<file path="config.mk">
export PLATFORM = sky130hd
export DESIGN_NAME = countdown_sequencer
export DESIGN_NICKNAME = d
export VERILOG_FILES = /design/src/rtl/countdown_sequencer.sv
export SDC_FILE = /design/constraint.sdc
export NUM_CORES = 1
export LEC_CHECK = 0
export CAP_MARGIN = 30
export CORE_MARGIN = 2
export CORE_UTILIZATION = 45
export CTS_BUF_LIST = sky130_fd_sc_hd__clkbuf_8
export CTS_CLUSTER_DIAMETER = 100
export CTS_CLUSTER_SIZE = 25
export DETAILED_ROUTE_END_ITERATION = 8
export PLACE_DENSITY = 0.7
export SKIP_CTS_REPAIR_TIMING = 1
export SYNTH_ARGS = -nofsm -noshare
export SYNTH_HDL_FRONTEND = slang
export SYNTH_SLANG_ARGS = --single-unit
</file>
<file path="constraint.sdc">
create_clock -name clk -period 2.55 [get_ports clk]
set_clock_uncertainty 0.2 [all_clocks]
set_input_delay 0.51 -clock clk [delete_from_list [all_inputs] [get_ports clk]]
set_output_delay 0.51 -clock clk [all_outputs]
set_load 0.05 [all_outputs]
</file>
<file path="src/rtl/countdown_sequencer.sv">
// Sequences N back-to-back runs of the countdown timer for one request and
// reports the total START+WAIT cycle count plus a timeout error flag.
module countdown_sequencer #(
  parameter int REP_W   = 4,
  parameter int CYC_W   = 8,
  parameter int TIMEOUT = 15
) (
  input  logic             clk,
  input  logic             rst,
  input  logic             req_valid,
  output logic             req_ready,
  input  logic [REP_W-1:0] req_reps,
  output logic             resp_valid,
  input  logic             resp_ready,
  output logic [CYC_W-1:0] resp_cycles,
  output logic             resp_err,
  output logic             tmr_start,
  input  logic             tmr_done,
  output logic             busy
);

  localparam int WCNT_W = $clog2(TIMEOUT + 1);
  localparam logic [WCNT_W-1:0] LAST_WAIT = WCNT_W'(TIMEOUT - 1);

  typedef enum logic [1:0] {IDLE, START, WAIT, RESP} state_t;

  state_t            state, state_nxt;
  logic [REP_W-1:0]  rem, rem_nxt;
  logic [CYC_W-1:0]  acc, acc_nxt;
  logic [WCNT_W-1:0] wcnt, wcnt_nxt;
  logic              err, err_nxt;

  always_ff @(posedge clk) begin
    if (rst) begin
      state <= IDLE;
      rem   <= '0;
      acc   <= '0;
      wcnt  <= '0;
      err   <= 1'b0;
    end else begin
      state <= state_nxt;
      rem   <= rem_nxt;
      acc   <= acc_nxt;
      wcnt  <= wcnt_nxt;
      err   <= err_nxt;
    end
  end

  always_comb begin
    state_nxt = state;
    rem_nxt   = rem;
    acc_nxt   = acc;
    wcnt_nxt  = wcnt;
    err_nxt   = err;

    if ((state == START || state == WAIT) && acc != '1)
      acc_nxt = acc + 1'b1;

    case (state)
      IDLE: begin
        if (req_valid) begin
          rem_nxt   = req_reps;
          acc_nxt   = '0;
          err_nxt   = 1'b0;
          state_nxt = (req_reps == '0) ? RESP : START;
        end
      end
      START: begin
        wcnt_nxt  = '0;
        state_nxt = WAIT;
      end
      WAIT: begin
        wcnt_nxt = wcnt + 1'b1;
        // wcnt == 0 marks the first WAIT cycle, where a done left over from
        // the previous run may still be high and must not end this run.
        if (wcnt != '0 && tmr_done) begin
          rem_nxt   = rem - 1'b1;
          state_nxt = (rem == REP_W'(1)) ? RESP : START;
        end else if (wcnt == LAST_WAIT) begin
          err_nxt   = 1'b1;
          state_nxt = RESP;
        end
      end
      RESP: begin
        if (resp_ready)
          state_nxt = IDLE;
      end
      default: state_nxt = IDLE;
    endcase
  end

  assign req_ready   = (state == IDLE);
  assign busy        = (state != IDLE);
  assign tmr_start   = (state == START);
  assign resp_valid  = (state == RESP);
  assign resp_cycles = acc;
  assign resp_err    = err;

endmodule

</file>
# After elaboration in Yosys (flattened, before gate mapping)
# Cells that the tools add are included.
# Widths: inputs -> output; s select.
# classes
addsub	3
n_eq_ne	12
muxes	18
n_reduce_logical	12
# ops
cell	count
$mux 8	3
$pmux 4 s2	2
$mux 2	6
$add 8x1->8 const B	1
$mux 4	2
$ne 8x8->1 const B	1
$pmux 2 s4	1
$ne 2x1->1 const B	3
$reduce_and 3->1	2
$reduce_bool 2->1	3
$add 4x1->4 const B	1
$eq 2x2->1 const B	2
$eq 4x1->1 const B	1
$eq 4x4->1 const B	1
$logic_not 4->1	1
$ne 2x2->1 const B	2
$reduce_and 4->1	1
$reduce_bool 4->1	1
$sub 4x1->4 const B	1
$mux 1	3
$ne 3x1->1 const B	1
$eq 2x1->1 const B	1
$logic_and 1x1->1	2
$logic_not 2->1	1
2 further kinds	2
# word_totals
reg_bits	19
inputBits	9
out_inout_bits	13
elab_cells	50

# Depth between registers and ports, before layout
# logic_depth
depth_word	6
depth_mapped	7
mapped_depth_nobuf	6

# Least setup slack after synthesis
# No wires, ideal clock.
# synth_timing
path_type	reg2reg
from	register state[0]
to	register state[1]
setup_time_ns	0.087
t_arrival_ns	1.971
t_required_ns	2.263
slack_ns	0.292
path_stages_with_launch	8
path_buffers	1
synth_period_minus_slack_ns	2.258
path_cell_list	dfxtp_1 inv_1 ha_1 buf_6 nor2b_4 a221o_1 or4_1 o31ai_1
# synth_between
elab_chain_cells	3
elab_cells_between_ends	9
cone_classes	eq/ne (6); mux (1); reduce/logical (2)
# synth_lines
element	line	source
start: declaration	27	state_t state, state_nxt;
start signal: assignment	41	state <= state_nxt;
$logic_not 2->1 *	-	
via req_ready	11	output logic req_ready,
$ne 2x2->1 (no line)	-	
$reduce_and 3->1 (no line)	-	
# Mark *: on every way through the listed nets, which the timed path passes. The rest lies on a longest branch.
# A chain may end at the register's enable or synchronous reset.

# Worst setup path in the final report
# layout_timing
from	register state[0]
to	output resp_valid
# layout_between
elab_chain_cells	1
# layout_lines
element	line	source
$eq 2x2->1	95	assign resp_valid = (state == RESP);
end: declaration	13	output logic resp_valid,
# Every way passes these cells.

==> qor.yml <==
outcome: "finished, final reports clean"
hpwl_mm: 2.02
relSlewSlack_pct: 66.5
setup.worst_path.end_class: "primary output"
synth_compound_area_share_pct: 16.3
fillers: 247
yosysUniqueCellTypes: 44
met2_usage_pct: 31.1
cts_tree: "done"
async_reset_ff_share_pct: 0
cp_max_fo: 4
vias_per_cell: 5.65
antenna_found_initial: 0
ff2ff_setup_slack_ps: 350
hold_path_end: "rem[3]"
track_usage_pct: 18.7
synth_top_family_by_area: "simple AND/OR/NAND/NOR gates"
crit-reg2reg-capture: "state[1]"
synth_edf_count: 0
worstSetupPathType: "reg -> out"
clk_path_buf_depth: 2
wl_per_cell_um: 13.8
crit_chain: "ha_1 -> clkdlybuf4s50_1"
io_buffers: 21
fmax_mhz: 417
hold_path.class: "reg -> reg"
grt_use_met1_pct: 23.5
clk_pin_slew_worst_paths_ps: 70
drive_above_1_share_pct: 8.98
design_area_um2: 1480
root_buffer: "clkbuf_8"
drt_iter0_markers: 28
fp-row-count: 18
power.internal_mw: 0.762
grt_first_pass_wirelength_mm: 4.69
first_pass_iters: 4
dieHeight_um: 55.6
holdCritStartpoint: "rem[3]"
io_pins: 22
layout.nets: 187
core_area_um2: 2500
layout_min_cycle_time_ps: 2400
switchingPower_mw: 0.643
grt-ovfl-total: 0
crit_required_ps: 1840
startpoint_type: "flip-flop"
muxShareOfSynthArea_pct: 2.61
wl_mm: 2.72
cts_sinks: 19
synthSimpleGateAreaFrac_pct: 30.0
whs_path_depth: 2
antenna_cells: 0
yosysWarnings: 0
maxCapViolations: 0
p_leak_nw: 0.558
cp_slowest_cell: "clkdlybuf4s50_1"
tightest_slew_ps: 501
drc: 0
final_cell_mix: "19 x clkdlybuf4s50_1, 19 x dfxtp_1, 17 x nor2_1, 13 x a21oi_1"
synthAdderAreaFrac_pct: 10.4
finalSetupTns_ps: 0
finalHoldViolCount: 0
die_width_um: 55.6
min_period_over_period_pct: 94.1
ys_seq_elements: 19
multi_input_area_um2: 754
seq_area_frac_synth_pct: 31.7
seqCellArea_um2: 380
place_area_um2: 1440
numCtsBuffers: 3
postRouteAntennaNets: 0
ff2ff_path_depth: 6
powerDensity_nw_per_um2: 947
critPathArrivalTime_ps: 1690
power_frac_clock_pct: 15.0
synth.avg_cell_area_um2: 8.32
rsz0062_at_grt: "false"
grt_max_degree: 12
grt_pass1_vias: 1063
p_comb_share_pct: 56.5
drv_slew: 0
synth_ff_type: "dfxtp_1"
clock_latency_ps: 260
seqPwrFrac_pct: 28.6
setup_viol_count_final: 0
area_growth_syn_to_layout_pct: 23.7
peakVddDrop_v: 0.000794
r2r-start: "state[0]"
grtUsageMet3_pct: 3.26
synth-xor-area-share_pct: 3.65
top_usage_layer: "met2"
dieArea_um2: 3090
synth_nets: 163
num_vias: 1114
initial_utilization_pct: 47.9
place.gp.congestion: 0.878
netlist_area_um2: 1200
switching_share_pct: 45.8
crit_path_max_incr_delay_ps: 820
htree_levels: 1
synthCells: 144
==> state kept, by name, summed over array words and instances (netlist names) <==
name / flops
wcnt: 4
rem: 4
resp_err: 1
resp_cycles: 8
state: 2
==> power by group through the flow <==
stage / clock network (mW) / logic [mW] / registers, mW
6_report: 0.210 / 0.793 / 0.401
5_1_grt: 0.234 / 0.876 / 0.409
4_1_cts: 0.222 / 0.795 / 0.401
3_5_place_dp: 0 / 0.790 / 0.407
3_3_place_gp: 0 / 0.773 / 0.404
2_1_floorplan: 0 / 0.584 / 0.433
==> worst max path at each step <==
stage	slack, ps	end	depth (start not counted)	from
after floorplan	290	state[1]	7	state[0]
after global placement	270	state[1]	5	req_valid
after detailed placement	200	state[1]	5	req_valid
after CTS	130	resp_valid	2	state[0]
after global routing	80	resp_valid	2	state[0]
final	150	resp_valid	2	state[0]
==> metal layers <==
metal | up-vias | wire (um)
met4 | 0 | 58
met5 | - | 0
met3 | 6 | 97
met2 | 23 | 1300
met1 | 522 | 1260
li1 | 563 | -
==> area by class of cell <==
class / count / share of cell area, %
multi-input combinational: 110 / 50.9
inverter: 10 / 2.53
clock buffer: 3 / 2.78
tap: 30 / 2.53
timing repair buffer: 24 / 15.4
clock inverter: 1 / 0.253
sequential: 19 / 25.7
==> per-stage QoR <==
| stage | hold slack [ps] | power (mW) | std cells | worst slack, ps | util, % |
|---|---|---|---|---|---|
| after floorplan | 279 | 1.02 | 144 | 292 | - |
| after global placement | 298 | 1.18 | 193 | 268 | 57.5 |
| after detailed placement | 307 | 1.20 | 193 | 200 | 57.5 |
| after CTS | 321 | 1.42 | 197 | 127 | 59.3 |
| after global routing | 357 | 1.52 | 197 | 75.3 | 59.3 |
| final | 316 | 1.40 | 197 | 150 | 59.3 |
==> critical path, delay by kind of cell (launching register included) <==
| family | cells | cell delay (ps) |
|---|---|---|
| buffers and inverters | 1 | 820 |
| DFF | 1 | 380 |
| adders and majority gates | 1 | 220 |
==> kinds of logic (layout without fill, tap and decap cells) <==
family / Yosys count / count (layout)
AOI/OAI and AO/OA: 30 / 30
buffers and inverters: 15 / 38
and+or+nand+nor: 62 / 62
adders and majority gates: 10 / 10
muxes: 3 / 3
DFF: 19 / 19
xor gates and xnor gates: 5 / 5
==> cell usage after synthesis (4+ instances only) <==
master	number	area, um^2
clkbuf_1	4	15.0
nand3_1	6	30.0
a21oi_1	13	65.1
nand2_1	7	26.3
ha_1	10	125
nand2b_1	4	25.0
inv_1	9	33.8
dfxtp_1	19	380
xnor2_1	4	35.0
nand4_1	5	31.3
nor2_1	17	63.8
nor3_1	7	35.0
(Power assumes the default switching activity.)
